$ cat config.mk
export PLATFORM = sky130hd
export DESIGN_NAME = odo_nonce_collector
export DESIGN_NICKNAME = d
export VERILOG_FILES = /design/src/rtl/odo_pkg.sv /design/src/rtl/odo_nonce_fifo.sv /design/src/rtl/odo_nonce_collector.sv
export SDC_FILE = /design/constraint.sdc
export NUM_CORES = 1
export LEC_CHECK = 0
export CAP_MARGIN = 10
export CELL_PAD_IN_SITES_DETAIL_PLACEMENT = 0
export CELL_PAD_IN_SITES_GLOBAL_PLACEMENT = 2
export CORE_MARGIN = 2
export CORE_UTILIZATION = 25
export CTS_CLUSTER_SIZE = 12
export DETAILED_ROUTE_END_ITERATION = 8
export PLACE_DENSITY = 0.6
export SLEW_MARGIN = 40
export SYNTH_ARGS = -nofsm -noshare
export SYNTH_HDL_FRONTEND = slang
export SYNTH_SLANG_ARGS = --single-unit
export TNS_END_PERCENT = 5
$ cat constraint.sdc
create_clock -name clk_h -period 7.2 [get_ports clk_h]
set_clock_uncertainty 0.05 [all_clocks]
set_input_delay 0.72 -clock clk_h [delete_from_list [all_inputs] [get_ports clk_h]]
set_output_delay 0.72 -clock clk_h [all_outputs]
set_load 0.03 [all_outputs]
$ cat src/rtl/odo_pkg.sv
// Shared definitions for the Odocrypt nonce collector.
// Provides the nonce width, default holdoff, FSM state encoding and
// the width of one result entry {core_id, nonce}.
package odo_pkg;

  localparam int unsigned NONCE_W             = 32;
  localparam logic [7:0]  ODO_HOLDOFF_DEFAULT = 8'hCD;

  typedef enum logic [1:0] {
    ST_IDLE    = 2'd0,
    ST_HOLDOFF = 2'd1,
    ST_RUN     = 2'd2,
    ST_FLUSH   = 2'd3
  } state_t;

  // Width of one stored result: {core_id, nonce}
  function automatic int unsigned entry_w(input int unsigned core_id_w);
    return NONCE_W + core_id_w;
  endfunction

endpackage

$ cat src/rtl/odo_nonce_fifo.sv
// Show-ahead synchronous FIFO with synchronous clear.
// Ports:
//   clk, rst      clock and synchronous active-high reset
//   clr           drops all entries (priority over push/pop)
//   wr_en/wr_data push; accepted when not full or when popping this cycle
//   rd_en         pop head; ignored when empty
//   rd_data       head entry (valid while !empty)
//   empty, full   registered status flags
//   level         entries held
module odo_nonce_fifo #(
  parameter int unsigned WIDTH = 34,
  parameter int unsigned DEPTH = 8
) (
  input  logic                     clk,
  input  logic                     rst,
  input  logic                     clr,
  input  logic                     wr_en,
  input  logic [WIDTH-1:0]         wr_data,
  input  logic                     rd_en,
  output logic [WIDTH-1:0]         rd_data,
  output logic                     empty,
  output logic                     full,
  output logic [$clog2(DEPTH):0]   level
);

  localparam int unsigned AW = $clog2(DEPTH);

  logic [WIDTH-1:0] mem [DEPTH];
  logic [AW:0]      wr_ptr_q, rd_ptr_q, wr_ptr_d, rd_ptr_d;
  logic             push_c, pop_c;

  assign pop_c  = rd_en && !empty;
  assign push_c = wr_en && (!full || pop_c) && !clr;

  // Pointer update; extra MSB distinguishes full from empty
  always_comb begin
    wr_ptr_d = wr_ptr_q;
    rd_ptr_d = rd_ptr_q;
    if (clr) begin
      wr_ptr_d = '0;
      rd_ptr_d = '0;
    end else begin
      if (push_c) wr_ptr_d = wr_ptr_q + (AW+1)'(1);
      if (pop_c)  rd_ptr_d = rd_ptr_q + (AW+1)'(1);
    end
  end

  always_ff @(posedge clk) begin
    if (rst) begin
      wr_ptr_q <= '0;
      rd_ptr_q <= '0;
      empty    <= 1'b1;
      full     <= 1'b0;
    end else begin
      wr_ptr_q <= wr_ptr_d;
      rd_ptr_q <= rd_ptr_d;
      empty    <= (wr_ptr_d == rd_ptr_d);
      full     <= (wr_ptr_d[AW] != rd_ptr_d[AW]) &&
                  (wr_ptr_d[AW-1:0] == rd_ptr_d[AW-1:0]);
    end
  end

  // Storage needs no reset; contents are only visible while !empty
  always_ff @(posedge clk) begin
    if (push_c) mem[wr_ptr_q[AW-1:0]] <= wr_data;
  end

  assign rd_data = mem[rd_ptr_q[AW-1:0]];
  assign level   = wr_ptr_q - rd_ptr_q;

endmodule

$ cat src/rtl/odo_nonce_collector.sv
// Collects golden-nonce hits from NUM_CORES miner cores, suppresses them
// during the post-start holdoff, arbitrates round-robin into a result FIFO
// and presents results to the host interface with an ack handshake.
// Ports:
//   clk_h, rst_h   hashing clock, synchronous active-high reset
//   start_hash     level, mining active
//   host_break     pulse, flush results and restart holdoff
//   core_ticket    per-core hit pulse; core_nonce holds the matching nonces
//   ticket2moon    result valid on nonce/core_id
//   nonce_ack      consumer pops the presented result
//   fifo_level     entries held; overflow sticky hit-drop flag
module odo_nonce_collector
  import odo_pkg::*;
#(
  parameter int unsigned NUM_CORES  = 4,
  parameter int unsigned FIFO_DEPTH = 8,
  parameter int unsigned HOLDOFF    = 32'(ODO_HOLDOFF_DEFAULT),
  parameter int unsigned CORE_ID_W  = (NUM_CORES > 1) ? $clog2(NUM_CORES) : 1
) (
  input  logic                           clk_h,
  input  logic                           rst_h,
  input  logic                           start_hash,
  input  logic                           host_break,
  input  logic [NUM_CORES-1:0]           core_ticket,
  input  logic [NUM_CORES*NONCE_W-1:0]   core_nonce,
  output logic                           ticket2moon,
  output logic [NONCE_W-1:0]             nonce,
  output logic [CORE_ID_W-1:0]           core_id,
  input  logic                           nonce_ack,
  output logic [$clog2(FIFO_DEPTH):0]    fifo_level,
  output logic                           overflow
);

  localparam int unsigned EW   = entry_w(CORE_ID_W);
  localparam int unsigned HC_W = (HOLDOFF > 1) ? $clog2(HOLDOFF) : 1;

  state_t               state_q, state_d;
  logic [HC_W-1:0]      cnt_q, cnt_d;
  logic [NUM_CORES-1:0] pend_v_q, pend_v_d;
  logic [NONCE_W-1:0]   pend_n_q [NUM_CORES];
  logic [NONCE_W-1:0]   pend_n_d [NUM_CORES];
  logic [CORE_ID_W-1:0] rr_q, rr_d, gidx_c;
  logic                 ovf_q, ovf_d;
  logic [EW-1:0]        last_q, head_c;
  logic [NUM_CORES-1:0] grant_oh_c;
  logic                 grant_c, can_write_c, clr_c;
  logic                 fifo_empty, fifo_full;

  // Next state and the clear condition for FIFO, pending slots and overflow
  always_comb begin
    state_d = state_q;
    cnt_d   = '0;
    clr_c   = host_break || (state_q == ST_FLUSH) ||
              (!start_hash && (state_q != ST_FLUSH));
    if (host_break) begin
      state_d = ST_FLUSH;
    end else begin
      case (state_q)
        ST_IDLE:    if (start_hash) state_d = (HOLDOFF == 0) ? ST_RUN : ST_HOLDOFF;
        ST_HOLDOFF: begin
          if (!start_hash)                       state_d = ST_IDLE;
          else if (cnt_q == HC_W'(HOLDOFF - 1))  state_d = ST_RUN;
          else                                   cnt_d   = cnt_q + HC_W'(1);
        end
        ST_RUN:     if (!start_hash) state_d = ST_IDLE;
        ST_FLUSH:   state_d = start_hash ? ((HOLDOFF == 0) ? ST_RUN : ST_HOLDOFF)
                                         : ST_IDLE;
        default:    state_d = ST_IDLE;
      endcase
    end
  end

  // Round-robin arbiter: first valid slot at or after rr_q
  always_comb begin
    grant_oh_c  = '0;
    grant_c     = 1'b0;
    gidx_c      = '0;
    rr_d        = rr_q;
    can_write_c = (state_q == ST_RUN) && !clr_c &&
                  (!fifo_full || (nonce_ack && !fifo_empty));
    for (int unsigned k = 0; k < NUM_CORES; k++) begin
      int unsigned idx;
      idx = (32'(rr_q) + k) % NUM_CORES;
      if (can_write_c && !grant_c && pend_v_q[idx]) begin
        grant_c         = 1'b1;
        grant_oh_c[idx] = 1'b1;
        gidx_c          = CORE_ID_W'(idx);
        rr_d            = CORE_ID_W'((idx + 1) % NUM_CORES);
      end
    end
  end

  // Pending slot capture; a ticket on a held, ungranted slot is dropped
  always_comb begin
    pend_v_d = pend_v_q;
    pend_n_d = pend_n_q;
    ovf_d    = ovf_q;
    if (clr_c) begin
      pend_v_d = '0;
      ovf_d    = 1'b0;
    end else begin
      for (int unsigned i = 0; i < NUM_CORES; i++) begin
        if (grant_oh_c[i]) pend_v_d[i] = 1'b0;
        if ((state_q == ST_RUN) && core_ticket[i]) begin
          if (pend_v_q[i] && !grant_oh_c[i]) begin
            ovf_d = 1'b1;
          end else begin
            pend_v_d[i] = 1'b1;
            pend_n_d[i] = core_nonce[i*NONCE_W +: NONCE_W];
          end
        end
      end
    end
  end

  always_ff @(posedge clk_h) begin
    if (rst_h) begin
      state_q  <= ST_IDLE;
      cnt_q    <= '0;
      pend_v_q <= '0;
      for (int unsigned i = 0; i < NUM_CORES; i++) pend_n_q[i] <= '0;
      rr_q     <= '0;
      ovf_q    <= 1'b0;
      last_q   <= '0;
    end else begin
      state_q  <= state_d;
      cnt_q    <= cnt_d;
      pend_v_q <= pend_v_d;
      pend_n_q <= pend_n_d;
      rr_q     <= rr_d;
      ovf_q    <= ovf_d;
      if (!fifo_empty) last_q <= head_c;
    end
  end

  odo_nonce_fifo #(
    .WIDTH (EW),
    .DEPTH (FIFO_DEPTH)
  ) u_fifo (
    .clk     (clk_h),
    .rst     (rst_h),
    .clr     (clr_c),
    .wr_en   (grant_c),
    .wr_data ({gidx_c, pend_n_q[gidx_c]}),
    .rd_en   (nonce_ack),
    .rd_data (head_c),
    .empty   (fifo_empty),
    .full    (fifo_full),
    .level   (fifo_level)
  );

  // Outputs hold the last presented entry once the FIFO drains
  assign ticket2moon = !fifo_empty;
  assign nonce       = fifo_empty ? last_q[NONCE_W-1:0]  : head_c[NONCE_W-1:0];
  assign core_id     = fifo_empty ? last_q[EW-1:NONCE_W] : head_c[EW-1:NONCE_W];
  assign overflow    = ovf_q;

endmodule
==> results.yml, run 1 <==
yosys:
  synth_adder_area_share: 0.00823
  yosysMostFrequentCell: "edfxtp_1"
  yosys_warnings: 0
  synth_edf_count: 272
  ys_types: 62
  synth-compound-area-share: 0.0369
  ys_seq_area_frac: 0.624
  syn_avg_cell_area_um2: 14.7
  synth_top_family_by_area: "multiplexers"
  synthTopCellsByArea: "edfxtp_1, dfxtp_1, mux2i_1"
  synthSimpleGateAreaFrac: 0.0686
  synthFlopType: "edfxtp_1"
  synth_commonest_cells: "edfxtp_1, mux2i_1, dfxtp_1"
  yosysTopAreaCell: "edfxtp_1"
  synthCells: 1304
  synth_mux_area_frac: 0.225
  ys_ff_latch: 461
  syn_area_um2: 19200
  async_flop_share: 0
  syn_nets: 1453
  synth_xor_area_frac: 0.00868
  yosysTopAreaCellShare: 0.426
global_route:
  grt_usage: 0.134
  grt_pass1_wl_um: 77500
  antenna_found_initial: 2
  grt_overflow: 0
  grt_start_max_net_pins: 86
  first_global_vias: 11400
sta:
  hold_violations: 0
  fin_setup_tns_ns: 0
  rsz0062_at_grt: "false"
  relSlewSlack: 0.478
  slew_violations: 0
  timing.fmax_mhz: 220
  worstMarginPinSlew_ns: 0.783
  setup_viol: 0
  final.min_clock_period_ns: 4.54
  fin_ws_ns: 2.66
  fin_crit_sh: 0.631
critical_path:
  startpoint_type: "flip-flop"
  r2r-start: "rr_q[0]"
  path_max_fanout: 30
  critPathKind: "reg -> reg"
  required_ns: 7.43
  critPathCaptureType: "flip-flop"
  r2r_cells: 9
  cp_slowest_cell: "dfxtp_1"
  crit_family: "multiplexers"
  cp.arrival_ns: 4.77
  cp.depth: 9
  timing.rr.end: "u_fifo.mem[4][29]"
  path_buf_inv: 3
  crit_top_cell: "mux2i_1"
  slowest_delay_ns: 0.69
  rrSetupSlack_ns: 2.66
  path_cells: "inv_1 > ha_1 > mux4_2 > o21ai_1 > a31o_4 > buf_12 > buf_4 > mux2i_1 > mux2i_1"
drt:
  antenna_left: 0
  vias_per_cell: 4.35
  post_drt_wl_per_cell_um: 20.7
  drc_errors: 0
  firstDrtPassIters: 5
  wirelength_um: 52500
  drtIter0Drc: 640
  vias: 11100
cts:
  cts_resized: 0
  clk_latency_ns: 0.59
  cts_sinks: 461
  hold_buffers: 0
  clkTransAtPathRegs_ns: 0.06
  cts_buffers: 49
  cts_tree: "done"
  cts_max_path_buffers: 3
  cts_setup_buffers: 0
  htreeDepth: 2
  root_buffer: "clkbuf_16"
min_path:
  worstHoldEndpoint: "cnt_q[0]"
  hp-start: "cnt_q[0]"
  hold_path_depth: 1
  min_path_type: "reg -> reg"
place:
  dp.cells: 2452
  dp_hpwl_um: 34300
  preCtsSetupSlack_ns: 2.33
  port_buffers: 176
  gp_congestion: 0.730
layout:
  stdcell_count: 2544
  syn_to_final_growth_pct: 23.0
  num-fill-cells: 7498
  antennaDiodeCount: 0
  layout-drive-gt1-share: 0.134
  fin_nets: 1622
power_and_ir_drop:
  p_per_area_nw_per_um2: 229
  ir_drop_v: 0.000165
  p_leak_uw: 0.00834
die:
  initial_core_util: 0.252
  die_w_um: 281
  fp.dieH_um: 281
  io_pins: 177
  die_area_um2: 78900
  design.core.area_um2: 75900
  rows: 101
run:
  cap_violations: 0
outcome:
  outcome: "finished, final reports clean"
==> placed cells by master (no fill, tap or decap), types with 13 or more instances in the layout <==
cell and n:
buf_4 18, clkbuf_1 21, clkbuf_16 50, clkdlybuf4s50_1 175
dfxtp_1 186, edfxtp_1 272, inv_1 16, mux2i_1 260
mux4_2 70, nand2_1 44, nor2_1 159, nor2b_1 37
o21ai_0 38, xnor2_1 13
==> how the worst max path moves through the flow <==
| stage | start | slack (ns) | to |
|---|---|---|---|
| 2_1_floorplan | host_break | 1.76 | u_fifo.mem[0][0] |
| 3_3_place_gp | nonce_ack | 2.27 | u_fifo.mem[0][2] |
| 3_5_place_dp | nonce_ack | 2.33 | u_fifo.mem[0][2] |
| 4_1_cts | u_fifo.rd_ptr_q[0] | 2.56 | nonce[5] |
| 5_1_grt | rr_q[0] | 2.32 | u_fifo.mem[4][29] |
| 6_report | rr_q[0] | 2.66 | u_fifo.mem[4][29] |
==> stage by stage <==
stage               hold slack [ns]   util  total power, uW  area [um2]
floorplan                     0.391      -             2900       19200
global placement              0.419  0.289             3010       21900
detailed placement            0.428  0.290             3010       22000
CTS                           0.441  0.310             5490       23600
global route                  0.462  0.310             5620       23600
finish                        0.435  0.310             5410       23600
==> cells by family after synthesis <==
group / count (synthesis)
and+or+nand+nor: 287
xor gates and xnor gates: 19
AOI/OAI and AO/OA: 88
adders and majority gates: 12
muxes: 338
DFF: 461
buffers and inverters: 99
==> worst reg2reg max path, cell delays in order, from the launching register on <==
cell and delay, ns:
dfxtp_1 0.69, inv_1 0.25, ha_1 0.64, mux4_2 0.52
o21ai_1 0.29, a31o_4 0.37, buf_12 0.23, buf_4 0.48
mux2i_1 0.17, mux2i_1 0.55
==> area by class of cell <==
type / instances / area, um2 / area share
repair buffers: 199 / 1980 / 0.0842
clock buffers: 77 / 1410 / 0.0599
inverters: 18 / 67.6 / 0.00287
multi-input cells: 744 / 6720 / 0.285
clock inverters: 15 / 151 / 0.00642
flip-flops and latches: 461 / 12000 / 0.507
well taps: 1030 / 1290 / 0.0547
==> where the power goes <==
part,internal [uW],switching [uW]
sequential,2780,8.11
combinational,89.6,76.9
clock,1420,1030
==> registers in the layout, summed over array words and instances (netlist names) <==
signal,cells
state_q,2
u_fifo.empty,1
u_fifo.rd_ptr_q,4
overflow,1
u_fifo.wr_ptr_q,4
cnt_q,8
u_fifo.mem,272
u_fifo.full,1
pend_v_q,4
last_q,34
pend_n_q,128
rr_q,2
==> per-layer routing <==
layer / track usage / vias to the layer above / part of all wire
met5: 0 / - / 0
met4: 0.0378 / 0 / 0.022
met3: 0.0218 / 68 / 0.040
met2: 0.203 / 266 / 0.44
met1: 0.195 / 5523 / 0.50
li1: - / 5209 / -
Power figures use the tool's default switching activity.
==> inputs of run 2 (changes only) <==
Clock period 7.2 ns to 4.7 ns, I/O delays scaled along.
==> run 2 against run 1 <==
First-iteration DRC count is 11% higher. Clock power grew 58%. Setup slack worse by 2.1 ns. Sequential power increased by 53%. Flip-flop and latch count unchanged. Non-clock buffer count grew 18. Total power rose by 56%. Final area increased by 1.2%. Critical path type unchanged. Largest power group unchanged.
==> results.yml, run 2 (synthesized netlist as in run 1, its figures left out) <==
outcome:
  outcome: "finished, final reports clean"
sta:
  timing.fmax_mhz: 239
  fin_crit_sh: 0.889
  setup_viol: 0
  slew_violations: 0
  relSlewSlack: 0.505
  final.min_clock_period_ns: 4.18
  hold_violations: 0
  rsz0062_at_grt: "false"
  worstMarginPinSlew_ns: 0.731
power_and_ir_drop:
  p_leak_uw: 0.00852
  p_sw_uw: 1770
  switching_share: 0.210
  clockPowerShare: 0.462
  ir_drop_v: 0.000244
  p_int_uw: 6640
  pwr-share-seq: 0.507
  pwr-share-comb: 0.031
  p_per_area_nw_per_um2: 352
  power.total_uw: 8410
cts:
  cts_max_path_buffers: 3
  hold_buffers: 0
  cts_resized: 0
  cts_sinks: 461
  root_buffer: "clkbuf_16"
  htreeDepth: 2
  clk_latency_ns: 0.62
  cts_tree: "done"
  clkTransAtPathRegs_ns: 0.06
  cts_setup_buffers: 0
  cts_buffers: 51
critical_path:
  path_max_fanout: 17
  slowest_delay_ns: 0.70
  cp.arrival_ns: 4.45
  startpoint_type: "flip-flop"
  crit_top_cell: "mux2i_1"
  path_cells: "inv_1 > ha_1 > mux4_2 > o21ai_1 > a31o_4 > buf_4 > mux2i_1 > mux2i_1"
  critPathKind: "reg -> reg"
  path_buf_inv: 2
  crit_family: "multiplexers"
  critPathCaptureType: "flip-flop"
  required_ns: 4.97
  cp_slowest_cell: "dfxtp_1"
layout:
  stdcell_count: 2566
  largest_reg_flops: 272
  num-fill-cells: 7523
  final_common_cell: "edfxtp_1"
  layout-drive-gt1-share: 0.146
  antennaDiodeCount: 0
  layout_common_cells: "edfxtp_1, mux2i_1, dfxtp_1, clkdlybuf4s50_1, nor2_1"
  syn_to_final_growth_pct: 24.6
  fin_nets: 1642
die:
  die_w_um: 281
  design.core.area_um2: 75900
  initial_core_util: 0.252
  rows: 101
  fp.dieH_um: 281
  die_area_um2: 78900
  io_pins: 177
run:
  cap_violations: 0
global_route:
  grt_overflow: 0
  antenna_found_initial: 1
  first_global_vias: 11400
  grt_usage: 0.137
  grt_pass1_wl_um: 79200
  grt_start_max_net_pins: 113
drt:
  antenna_left: 0
  vias: 11200
  post_drt_wl_per_cell_um: 21.1
  drtIter0Drc: 712
  wirelength_um: 54200
  firstDrtPassIters: 5
  drc_errors: 0
  vias_per_cell: 4.35
place:
  gp_congestion: 0.743
  dp_hpwl_um: 35400
  port_buffers: 176
  dp.cells: 2469
min_path:
  min_path_type: "in -> reg"
==> run 2: cell count changes in the layout (fill, tap and decap cells not counted), sizes merged <==
cell | previous run | this run
buf | 24 | 42
clkinv | 12 | 19
clkbuf | 77 | 72
clkinvlp | 0 | 2
==> run 2: power groups by stage <==
| stage | Combinational [uW] | Sequential [uW] | Clock, uW |
|---|---|---|---|
| final | 258 | 4270 | 3880 |
| after global routing | 274 | 4270 | 4190 |
| after CTS | 259 | 4270 | 4020 |
| after detailed placement | 258 | 4350 | 0 |
| after global placement | 256 | 4360 | 0 |
| after floorplan | 90.4 | 4350 | 0 |
==> run 2: per-layer routing <==
metal	global-route usage	wire length (um)	vias to the layer above
li1	-	-	5265
met1	0.201	27000	5587
met2	0.210	24100	255
met3	0.0216	2330	49
met4	0.0346	796	0
met5	0	0	-
==> run 2: layout make-up <==
cell class | instances | area, um2 | area share
flip-flops and latches | 461 | 12000 | 0.501
well taps | 1030 | 1290 | 0.0540
multi-input cells | 744 | 6700 | 0.281
clock inverters | 24 | 209 | 0.00875
inverters | 18 | 67.6 | 0.00283
repair buffers | 217 | 2210 | 0.0925
clock buffers | 72 | 1440 | 0.0601
==> run 2: path summary, 6_finish.rpt <==
path	start	to	slack, ns	cells after the start
max	rr_q[0]	u_fifo.mem[5][19]	0.52	8
min	rst_h	state_q[1]	0.15	2
max reg2reg	rr_q[0]	u_fifo.mem[5][19]	0.52	8
min reg2reg	cnt_q[0]	cnt_q[0]	0.44	1
==> run 2: per-stage QoR <==
| step | TNS, ns | setup slack (ns) | utilization | area (um2) | hold slack [ns] |
|---|---|---|---|---|---|
| finish | 0 | 0.520 | 0.314 | 23900 | 0.148 |
| global route | 0 | 0.151 | 0.314 | 23900 | 0.128 |
| CTS | 0 | 0.482 | 0.314 | 23800 | 0.306 |
| detailed placement | 0 | 0.522 | 0.292 | 22200 | 0.432 |
| global placement | 0 | 0.663 | 0.292 | 22200 | 0.416 |
| floorplan | -66.04 | -0.486 | - | 19200 | 0.391 |
==> run 2: worst register-to-register path: stages, from the launching register on <==
cell	delay (ns)
dfxtp_1	0.70
inv_1	0.25
ha_1	0.64
mux4_2	0.53
o21ai_1	0.29
a31o_4	0.46
buf_4	0.33
mux2i_1	0.11
mux2i_1	0.56
==> inputs of run 3 (changes only) <==
Settings changed: CTS_BUF_LIST set to sky130_fd_sc_hd__clkbuf_8.
==> run 3 against run 2 <==
Via count rose by 1.3%. Die area is the same. Routed wire length up 0.14%. Clock power decreased by 5%. Largest cell class unchanged.
==> results.yml, run 3 (synthesized netlist as in run 1, its figures left out) <==
sta:
  worstMarginPinSlew_ns: 0.771
  hold_violations: 0
  relSlewSlack: 0.478
  slew_violations: 0
  timing.fmax_mhz: 235
  setup_viol: 0
  fin_setup_tns_ns: 0
  fin_crit_sh: 0.906
  final.min_clock_period_ns: 4.26
  rsz0062_at_grt: "false"
cts:
  clk_latency_ns: 0.65
  cts_tree: "done"
  cts_buffers: 80
  htreeDepth: 3
  cts_setup_buffers: 0
  cts_sinks: 461
  cts_max_path_buffers: 3
  clkTransAtPathRegs_ns: 0.06
  root_buffer: "clkbuf_8"
  cts_resized: 0
  hold_buffers: 0
critical_path:
  critPathKind: "reg -> reg"
  critPathCaptureType: "flip-flop"
  path_max_fanout: 17
  cp.arrival_ns: 4.55
  startpoint_type: "flip-flop"
  required_ns: 4.99
global_route:
  grt_usage: 0.138
  first_global_vias: 11700
  grt_start_max_net_pins: 113
  grt_pass1_wl_um: 79700
  antenna_found_initial: 2
  grt_overflow: 0
power_and_ir_drop:
  p_per_area_nw_per_um2: 345
  p_leak_uw: 0.00864
  ir_drop_v: 0.000148
die:
  die_area_um2: 78900
  die_w_um: 281
  rows: 101
  fp.dieH_um: 281
  initial_core_util: 0.252
  io_pins: 177
  design.core.area_um2: 75900
layout:
  final_common_cell: "edfxtp_1"
  num-fill-cells: 7553
  largest_reg_flops: 272
  final_cell_area_um2: 23900
  syn_to_final_growth_pct: 24.5
  stdcell_count: 2620
  layout-drive-gt1-share: 0.161
  layout_common_cells: "edfxtp_1, mux2i_1, dfxtp_1, clkdlybuf4s50_1, nor2_1"
  fin_nets: 1671
drt:
  vias: 11300
  drc_errors: 0
  drtIter0Drc: 700
  antenna_left: 0
  vias_per_cell: 4.31
  wirelength_um: 54300
  post_drt_wl_per_cell_um: 20.7
  firstDrtPassIters: 5
outcome:
  outcome: "finished, final reports clean"
place:
  gp_congestion: 0.743
  dp.cells: 2469
  port_buffers: 176
  placed_area_um2: 22200
  dp_hpwl_um: 35400
min_path:
  min_path_type: "in -> reg"
run:
  cap_violations: 0
==> run 3: cell types whose count changed in the layout (fill, tap and decap cells not counted) <==
cell / change
clkinv_1: +12
clkinv_2: +1
clkbuf_1: -13
bufinv_16: +4
diode_2: +2
clkbuf_16: -51
clkinv_16: -1
inv_8: +1
clkbuf_8: +79
clkinv_4: -1
clkinvlp_4: -1
inv_1: +22
==> run 3: worst paths after layout <==
path | end | from | cells past startpoint | slack (ns)
max reg2reg | u_fifo.mem[5][19] | rr_q[0] | 8 | 0.44
max | u_fifo.mem[5][19] | rr_q[0] | 8 | 0.44
min | pend_n_q[59] | rst_h | 2 | 0.10
min reg2reg | cnt_q[0] | cnt_q[0] | 1 | 0.44
==> run 3: worst max-delay path, cell delays in order, from the launching register on <==
cell,delay (ns)
dfxtp_1,0.71
inv_1,0.25
ha_1,0.65
mux4_2,0.52
o21ai_1,0.29
a31o_4,0.46
buf_4,0.32
mux2i_1,0.11
mux2i_1,0.56
==> run 3: final cells by class <==
| type | instances | area [um2] | area share |
|---|---|---|---|
| sequential | 461 | 12000 | 0.501 |
| multi-input combinational | 744 | 6700 | 0.281 |
| timing repair buffer | 217 | 2210 | 0.0925 |
| tap | 1030 | 1290 | 0.0540 |
| clock buffer | 87 | 1200 | 0.0502 |
| clock inverter | 61 | 427 | 0.0179 |
| inverter | 18 | 67.6 | 0.00283 |
| antenna | 2 | 5.00 | 0.000210 |
==> run 3: power breakdown <==
group	internal [uW]	total [uW]	switching, uW
Clock	2050	3700	1650
Sequential	4250	4270	13.6
Combinational	142	257	115
==> run 3: routing by layer <==
| layer | part of all wire | global-route usage | up-vias |
|---|---|---|---|
| li1 | - | - | 5336 |
| met1 | 0.50 | 0.200 | 5615 |
| met2 | 0.45 | 0.210 | 293 |
| met3 | 0.046 | 0.0260 | 54 |
| met4 | 0.013 | 0.0373 | 0 |
| met5 | 0 | 0 | - |
==> run 3: metrics by stage <==
stage                     total power, uW   util  setup slack (ns)  hold WS [ns]
final                                8220  0.314             0.443         0.104
after global routing                 8570  0.314            0.0814        0.0517
after CTS                            8370  0.314             0.434         0.250
after detailed placement             4610  0.292             0.522         0.432
after global placement               4610  0.292             0.663         0.416
after floorplan                      4440      -            -0.486         0.391
